--- src/rtl/key_seq_unlock_if.sv ---
// key_seq_unlock_if: bus between the challenger/consumer and key_seq_unlock.
//
// Signals:
//   key        challenger -> gate   key word
//   key_valid  challenger -> gate   key word present this cycle
//   data       gate -> consumer     secret word (0 when data_valid=0)
//   data_valid gate -> consumer     secret word available
//   data_ready consumer -> gate     consumer accepts data this cycle
//
// Handshake: a key word is consumed on any rising edge where key_valid=1
// (no backpressure on keys). A secret word transfers on a rising edge where
// data_valid=1 and data_ready=1; while data_ready=0 the gate holds data and
// data_valid stable.
//
// Modports:
//   master  the challenger/consumer side (drives key, key_valid, data_ready)
//   slave   the gate side (drives data, data_valid)
interface key_seq_unlock_if #(
  parameter int unsigned WIDTH = 32
) ();
  logic [WIDTH-1:0] key;
  logic             key_valid;
  logic [WIDTH-1:0] data;
  logic             data_valid;
  logic             data_ready;

  modport master (
    output key,
    output key_valid,
    output data_ready,
    input  data,
    input  data_valid
  );

  modport slave (
    input  key,
    input  key_valid,
    input  data_ready,
    output data,
    output data_valid
  );
endinterface

--- src/rtl/key_seq_unlock.sv ---
// key_seq_unlock: multi-word key sequence gate with timed lockout.
//
// A KEY_LEN-word unlock sequence arrives word by word on bus.key/key_valid.
// A full match streams DATA_LEN secret words out on bus.data/data_valid with
// a valid/ready handshake. MAX_FAILS consecutive mismatches put the gate into
// a LOCKOUT that lasts LOCKOUT_CYCLES clocks, during which keys are ignored.
//
// Ports:
//   clk        clock, all logic on the rising edge
//   rst        synchronous active-high reset
//   bus        key_seq_unlock_if.slave (key, key_valid, data, data_valid,
//              data_ready)
//   unlocked   high while in EMIT
//   locked_out high while in LOCKOUT
//   fail_count current consecutive-failure count
//   dbg_state  current FSM state (0=COLLECT, 1=EMIT, 2=LOCKOUT)
//
// All outputs are registered.
module key_seq_unlock #(
  parameter int unsigned WIDTH          = 32,
  parameter int unsigned KEY_LEN        = 2,
  parameter logic [KEY_LEN*WIDTH-1:0] KEYS = {32'h12345678, 32'h9DA79FF0},
  parameter int unsigned DATA_LEN       = 2,
  parameter logic [DATA_LEN*WIDTH-1:0] SECRET = {32'h0001017F, 32'h00464C45},
  parameter int unsigned MAX_FAILS      = 3,
  parameter int unsigned LOCKOUT_CYCLES = 16,
  localparam int unsigned FC_W          = $clog2(MAX_FAILS + 1)
) (
  input  logic                clk,
  input  logic                rst,
  key_seq_unlock_if.slave     bus,
  output logic                unlocked,
  output logic                locked_out,
  output logic [FC_W-1:0]     fail_count,
  output logic [1:0]          dbg_state
);

  // Counters keep at least one bit so single-word configurations elaborate.
  localparam int unsigned IDX_W = (KEY_LEN > 1) ? $clog2(KEY_LEN) : 1;
  localparam int unsigned PTR_W = (DATA_LEN > 1) ? $clog2(DATA_LEN) : 1;
  localparam int unsigned TMR_W = (LOCKOUT_CYCLES > 1) ? $clog2(LOCKOUT_CYCLES) : 1;

  localparam logic [1:0] ST_COLLECT = 2'd0;
  localparam logic [1:0] ST_EMIT    = 2'd1;
  localparam logic [1:0] ST_LOCKOUT = 2'd2;

  logic [1:0]       state;
  logic [IDX_W-1:0] idx;
  logic [PTR_W-1:0] ptr;
  logic [FC_W-1:0]  fails;
  logic [TMR_W-1:0] timer;
  logic [WIDTH-1:0] data_q;
  logic             data_valid_q;
  logic             unlocked_q;
  logic             locked_out_q;

  logic [WIDTH-1:0] key_word;
  logic [WIDTH-1:0] secret_next;
  logic             key_match;
  logic             idx_last;
  logic             ptr_last;
  logic             fail_below;

  // Expected key word for the current position, and the secret word that
  // follows the one currently on the bus. secret_next is only used when
  // ptr is not the last word, so the part-select stays in range.
  always_comb begin
    key_word    = KEYS[32'(idx) * WIDTH +: WIDTH];
    secret_next = '0;
    if (!ptr_last) begin
      secret_next = SECRET[(32'(ptr) + 32'd1) * WIDTH +: WIDTH];
    end
  end

  assign key_match  = (bus.key == key_word);
  assign idx_last   = (idx == IDX_W'(KEY_LEN - 1));
  assign ptr_last   = (ptr == PTR_W'(DATA_LEN - 1));
  // True when one more mismatch still leaves us short of lockout.
  assign fail_below = ((32'(fails) + 32'd1) < MAX_FAILS);

  always_ff @(posedge clk) begin
    if (rst) begin
      state        <= ST_COLLECT;
      idx          <= '0;
      ptr          <= '0;
      fails        <= '0;
      timer        <= '0;
      data_q       <= '0;
      data_valid_q <= 1'b0;
      unlocked_q   <= 1'b0;
      locked_out_q <= 1'b0;
    end else begin
      case (state)
        ST_COLLECT: begin
          if (bus.key_valid) begin
            if (key_match) begin
              if (idx_last) begin
                state        <= ST_EMIT;
                idx          <= '0;
                ptr          <= '0;
                fails        <= '0;
                data_q       <= SECRET[WIDTH-1:0];
                data_valid_q <= 1'b1;
                unlocked_q   <= 1'b1;
              end else begin
                idx <= idx + IDX_W'(1);
              end
            end else begin
              // The offending word is dropped, not retried as a first word.
              idx <= '0;
              if (fail_below) begin
                fails <= fails + FC_W'(1);
              end else begin
                state        <= ST_LOCKOUT;
                timer        <= TMR_W'(LOCKOUT_CYCLES - 1);
                fails        <= FC_W'(MAX_FAILS);
                locked_out_q <= 1'b1;
              end
            end
          end
        end

        ST_EMIT: begin
          if (bus.data_ready) begin
            if (!ptr_last) begin
              ptr    <= ptr + PTR_W'(1);
              data_q <= secret_next;
            end else begin
              state        <= ST_COLLECT;
              ptr          <= '0;
              data_q       <= '0;
              data_valid_q <= 1'b0;
              unlocked_q   <= 1'b0;
            end
          end
        end

        ST_LOCKOUT: begin
          // timer starts at LOCKOUT_CYCLES-1, so the state lasts exactly
          // LOCKOUT_CYCLES cycles including the one where timer reads 0.
          if (timer == '0) begin
            state        <= ST_COLLECT;
            fails        <= '0;
            locked_out_q <= 1'b0;
          end else begin
            timer <= timer - TMR_W'(1);
          end
        end

        default: begin
          state        <= ST_COLLECT;
          idx          <= '0;
          ptr          <= '0;
          fails        <= '0;
          timer        <= '0;
          data_q       <= '0;
          data_valid_q <= 1'b0;
          unlocked_q   <= 1'b0;
          locked_out_q <= 1'b0;
        end
      endcase
    end
  end

  assign bus.data       = data_q;
  assign bus.data_valid = data_valid_q;
  assign unlocked       = unlocked_q;
  assign locked_out     = locked_out_q;
  assign fail_count     = fails;
  assign dbg_state      = state;

endmodule

--- src/flat_wrapper.sv ---
// flat-port wrapper written by rule: the top's interface ports become plain ports
module key_seq_unlock_flat 
#(
  parameter int unsigned WIDTH          = 32,
  parameter int unsigned KEY_LEN        = 2,
  parameter logic [KEY_LEN*WIDTH-1:0] KEYS = {32'h12345678, 32'h9DA79FF0},
  parameter int unsigned DATA_LEN       = 2,
  parameter logic [DATA_LEN*WIDTH-1:0] SECRET = {32'h0001017F, 32'h00464C45},
  parameter int unsigned MAX_FAILS      = 3,
  parameter int unsigned LOCKOUT_CYCLES = 16,
  localparam int unsigned FC_W          = $clog2(MAX_FAILS + 1)
)
  (clk, rst, unlocked, locked_out, fail_count, dbg_state, bus_key, bus_key_valid, bus_data_ready, bus_data, bus_data_valid);
  key_seq_unlock_if #(.WIDTH(WIDTH)) bus_i ();
  input  logic clk;
  input  logic rst;
  output logic unlocked;
  output logic locked_out;
  output logic [FC_W-1:0] fail_count;
  output logic [1:0] dbg_state;
  input wire logic [$bits(bus_i.key)-1:0] bus_key;
  input wire logic [$bits(bus_i.key_valid)-1:0] bus_key_valid;
  input wire logic [$bits(bus_i.data_ready)-1:0] bus_data_ready;
  output wire logic [$bits(bus_i.data)-1:0] bus_data;
  output wire logic [$bits(bus_i.data_valid)-1:0] bus_data_valid;
  assign bus_i.key = bus_key;
  assign bus_i.key_valid = bus_key_valid;
  assign bus_i.data_ready = bus_data_ready;
  assign bus_data = bus_i.data;
  assign bus_data_valid = bus_i.data_valid;
  key_seq_unlock #(.WIDTH(WIDTH), .KEY_LEN(KEY_LEN), .KEYS(KEYS), .DATA_LEN(DATA_LEN), .SECRET(SECRET), .MAX_FAILS(MAX_FAILS), .LOCKOUT_CYCLES(LOCKOUT_CYCLES)) u_core (.clk(clk), .rst(rst), .bus(bus_i), .unlocked(unlocked), .locked_out(locked_out), .fail_count(fail_count), .dbg_state(dbg_state));
endmodule
--- config.mk ---
export PLATFORM = sky130hd
export DESIGN_NAME = key_seq_unlock_flat
export DESIGN_NICKNAME = d
export VERILOG_FILES = /design/src/rtl/key_seq_unlock_if.sv /design/src/rtl/key_seq_unlock.sv /design/src/flat_wrapper.sv
export SDC_FILE = /design/constraint.sdc
export NUM_CORES = 1
export LEC_CHECK = 0
export CAP_MARGIN = 25
export CORE_MARGIN = 2
export CORE_UTILIZATION = 30
export CTS_CLUSTER_DIAMETER = 40
export DETAILED_ROUTE_END_ITERATION = 7
export PLACE_DENSITY = 0.67
export SLEW_MARGIN = 20
export SYNTH_ARGS = -nofsm -noshare
export SYNTH_HDL_FRONTEND = slang
export SYNTH_SLANG_ARGS = --single-unit
--- constraint.sdc ---
create_clock -name clk -period 5 [get_ports clk]
set_input_delay 1 -clock clk [delete_from_list [all_inputs] [get_ports clk]]
set_output_delay 1 -clock clk [all_outputs]
set_load 0.03 [all_outputs]
==> summary.md <==
| Metric | Value |
|---|---|
| Final net count | `250` |
| Total global routing overflow | `0` |
| Tot Pwr | `605 uW` |
| Hold Violations, Final | `0` |
| First-pass iteration count of the detailed router | `4` |
| 1st-iter DRT viols | `74` |
| FF+latch count, synth | `15` |
| Peak VDD IR | `0.109 mV` |
| Layout area overhead | `36.1%` |
| Post-synthesis simple-gate area fraction | `27.0%` |
| Core Rows | `24` |
| Setup repair bufs after CTS | `0` |
| Sink Count | `15` |
| Cell at the slowest stage of the critical path | `or4b_1` |
| TritonCTS buffer count | `3` |
| Area of the multi-input gates | `840 um^2` |
| CP startpoint kind | `input pin` |
| Worst Tran Pin Value | `0.768 ns` |
| Most common flop cell mapped by yosys | `dfxtp_1` |
| Hold crit path type | `flop to flop` |
| GRT Resource Usage Total | `13.5%` |
| EDFF count, synth | `0` |
| Synth Area in Compound Gates | `23.4%` |
| Seq. cell area | `300 um^2` |
| # setup viols final | `0` |
| Vias after detailed routing | `1294` |
| CTS tree | `done` |
| Crit Path Max Fanout | `4` |
| Ranking of synthesized cells by area | `dfxtp_1 (22%), buf_4 (16%), ha_1 (4.6%)` |
| Peak Freq | `333 MHz` |
| Sequential area share after synthesis | `21.9%` |
| Leak | `0.668 nW` |
| Post-DP HPWL | `2.66 mm` |
| # hold bufs at CTS | `0` |
| XOR/XNOR Fraction of Synth Area | `0%` |
| Synth Warn # | `0` |
| GP Congestion | `0.767` |
| CTS Root Cell | `clkbuf_8` |
| Post-synthesis mux area share | `1.46%` |
| Inserted Diodes | `0` |
| Core area | `0.00438 mm^2` |
| Final worst path period need | `3.00 ns` |
| Max-Cap Viols | `0` |
| Die W | `71.7 um` |
| Post-Syn Area | `0.00137 mm^2` |
| End-of-flow core utilization | `42.6%` |
| Worst EP required | `5.10 ns` |
| CP Data Arrival Time | `3.11 ns` |
| ANT nets after route | `0` |
| Cells after DPL | `256` |
| Post-CTS sizing | `0` |
| Die Y | `71.7 um` |
| Drt total wl | `3.38 mm` |
| Slew Viols, Final | `0` |
| Slew HR | `48.4%` |
| First-pass GRT wire length | `5.58 mm` |
| Post-synthesis adder-cell area fraction | `4.55%` |
| CP Cell Sequence | `clkdlybuf4s50_1 -> or4b_1 -> nor4_2 -> nand3_1 -> o21ai_0 -> a311oi_1` |
| Max Root-Sink Buffers | `2` |
| Kind of critical path | `input pin to flop` |
| Vias in the first global route | `1218` |
| Worst Setup End Kind | `flop` |
| Post-route setup TNS | `0 ns` |
| FILL cells | `446` |
| Antenna violations before repair | `0` |
| Routed len/inst | `13.0 um` |
| Clock Pin Slew Worst Setup and Hold Paths | `0.06 ns` |
| Depth of the CTS H-tree | `1` |
| Largest net degree at the start of global routing | `19` |
| Largest family of logic cells by synthesized area | `simple AND/OR/NAND/NOR gates` |
| Clk_skew | `0.00303 ns` |
| Gate Count Post-Synth | `166` |
| Synth unique cells | `48` |
| CP max stage delay | `0.54 ns` |
| Cell Count, Final, Fillers Out | `260` |
| Fraction of layout cells with a size suffix above 1 | `7.21%` |
| Synth top area share | `21.9%` |
| Initial Utilization | `31.3%` |
| Syn Area/Cell | `8.28 um^2` |
| Post-synth ARST share | `0%` |
| RSZ-0062 raised after global routing | `false` |
| Area leader, netlist | `dfxtp_1` |
| Final Cycle Share | `60.1%` |
| DR DRC count | `0` |
| Status | `finished, final reports clean` |
| Clock latency on the worst-skew pair | `0.25 ns` |
| Vias per Instance | `4.98` |
| Die Area | `0.00514 mm^2` |
| # port buffers | `57` |
| I/O Pins | `75` |
| Pwr/cell area | `323 mW/mm^2` |
-- cell usage in the layout (no fill, tap or decap), drive strengths merged, types with 4 or more instances in the layout --
cell           instances
clkdlybuf4s50         57
conb                  17
dfxtp                 15
inv                   13
a21oi                 10
nand2b                 7
o21ai                  7
nand2                  5
ha                     5
nor2                   4
a31o                   4
a31oi                  4
clkbuf                 4
-- per-stage QoR --
stage               setup WS (ns)  instance area, um^2  hold slack, ns
finish                       2.00                 1870           0.471
global route                 1.76                 1870           0.504
CTS                          1.99                 1870           0.477
detailed placement           1.73                 1820           0.469
global placement             1.79                 1820           0.464
floorplan                    2.35                 1430           0.460
-- worst max-delay path, delay by kind of cell --
family                 cells  cell delay (ns)
AO/OA/AOI/OAI              2             0.65
buffers and inverters      1             0.42
AND/OR/NAND/NOR            3             1.05
-- cells in the mapped netlist, drive strengths merged, types with 4 or more instances --
cell type,count
nand2,5
dfxtp,15
o21ai,7
a21oi,10
nor2,4
inv,13
a31oi,4
nand2b,7
buf,32
a31o,4
ha,5
-- state kept, by name, summed over array words and instances (netlist names) --
name / count
u_core.fail_count: 2
u_core.bus.data: 3
u_core.locked_out: 1
u_core.timer: 4
u_core.bus.data_valid: 1
u_core.ptr: 1
u_core.dbg_state: 2
u_core.idx: 1
-- power by group --
group          internal [mW]  switching [mW]
registers              0.146          0.0244
logic                  0.146           0.188
clock network         0.0565          0.0438
total                  0.348           0.256
-- per-layer routing --
metal | global-route usage [%] | wire (um) | share of wire [%]
met1 | 17.7 | 1530 | 45
met2 | 21.9 | 1570 | 46
met3 | 2.25 | 222 | 6.6
met4 | 5.45 | 56 | 1.7
met5 | 0 | 0 | 0
-- logic make-up after synthesis --
family | Yosys count
AO/OA/AOI/OAI | 44
adder cells (fa/ha/maj) | 5
buffers and inverters | 48
flip-flops | 15
multiplexers | 2
other | 1
AND/OR/NAND/NOR | 51
-- worst paths after layout --
kind,depth (start not counted),slack (ns),from,end
min reg2reg,2,0.47,u_core.locked_out,u_core.locked_out
max reg2reg,7,2.62,u_core.dbg_state[0],u_core.timer[2]
max,6,2.00,bus_key[1],u_core.timer[3]
min,2,0.47,u_core.locked_out,u_core.locked_out
-- area by class of cell --
cell class,count,area share [%]
flip-flops and latches,15,16.1
multi-input cells,119,44.9
clock buffers,4,2.41
inverters,13,2.61
well taps,52,3.48
repair buffers,57,30.5
No activity file was read; power rests on OpenSTA's default activity.
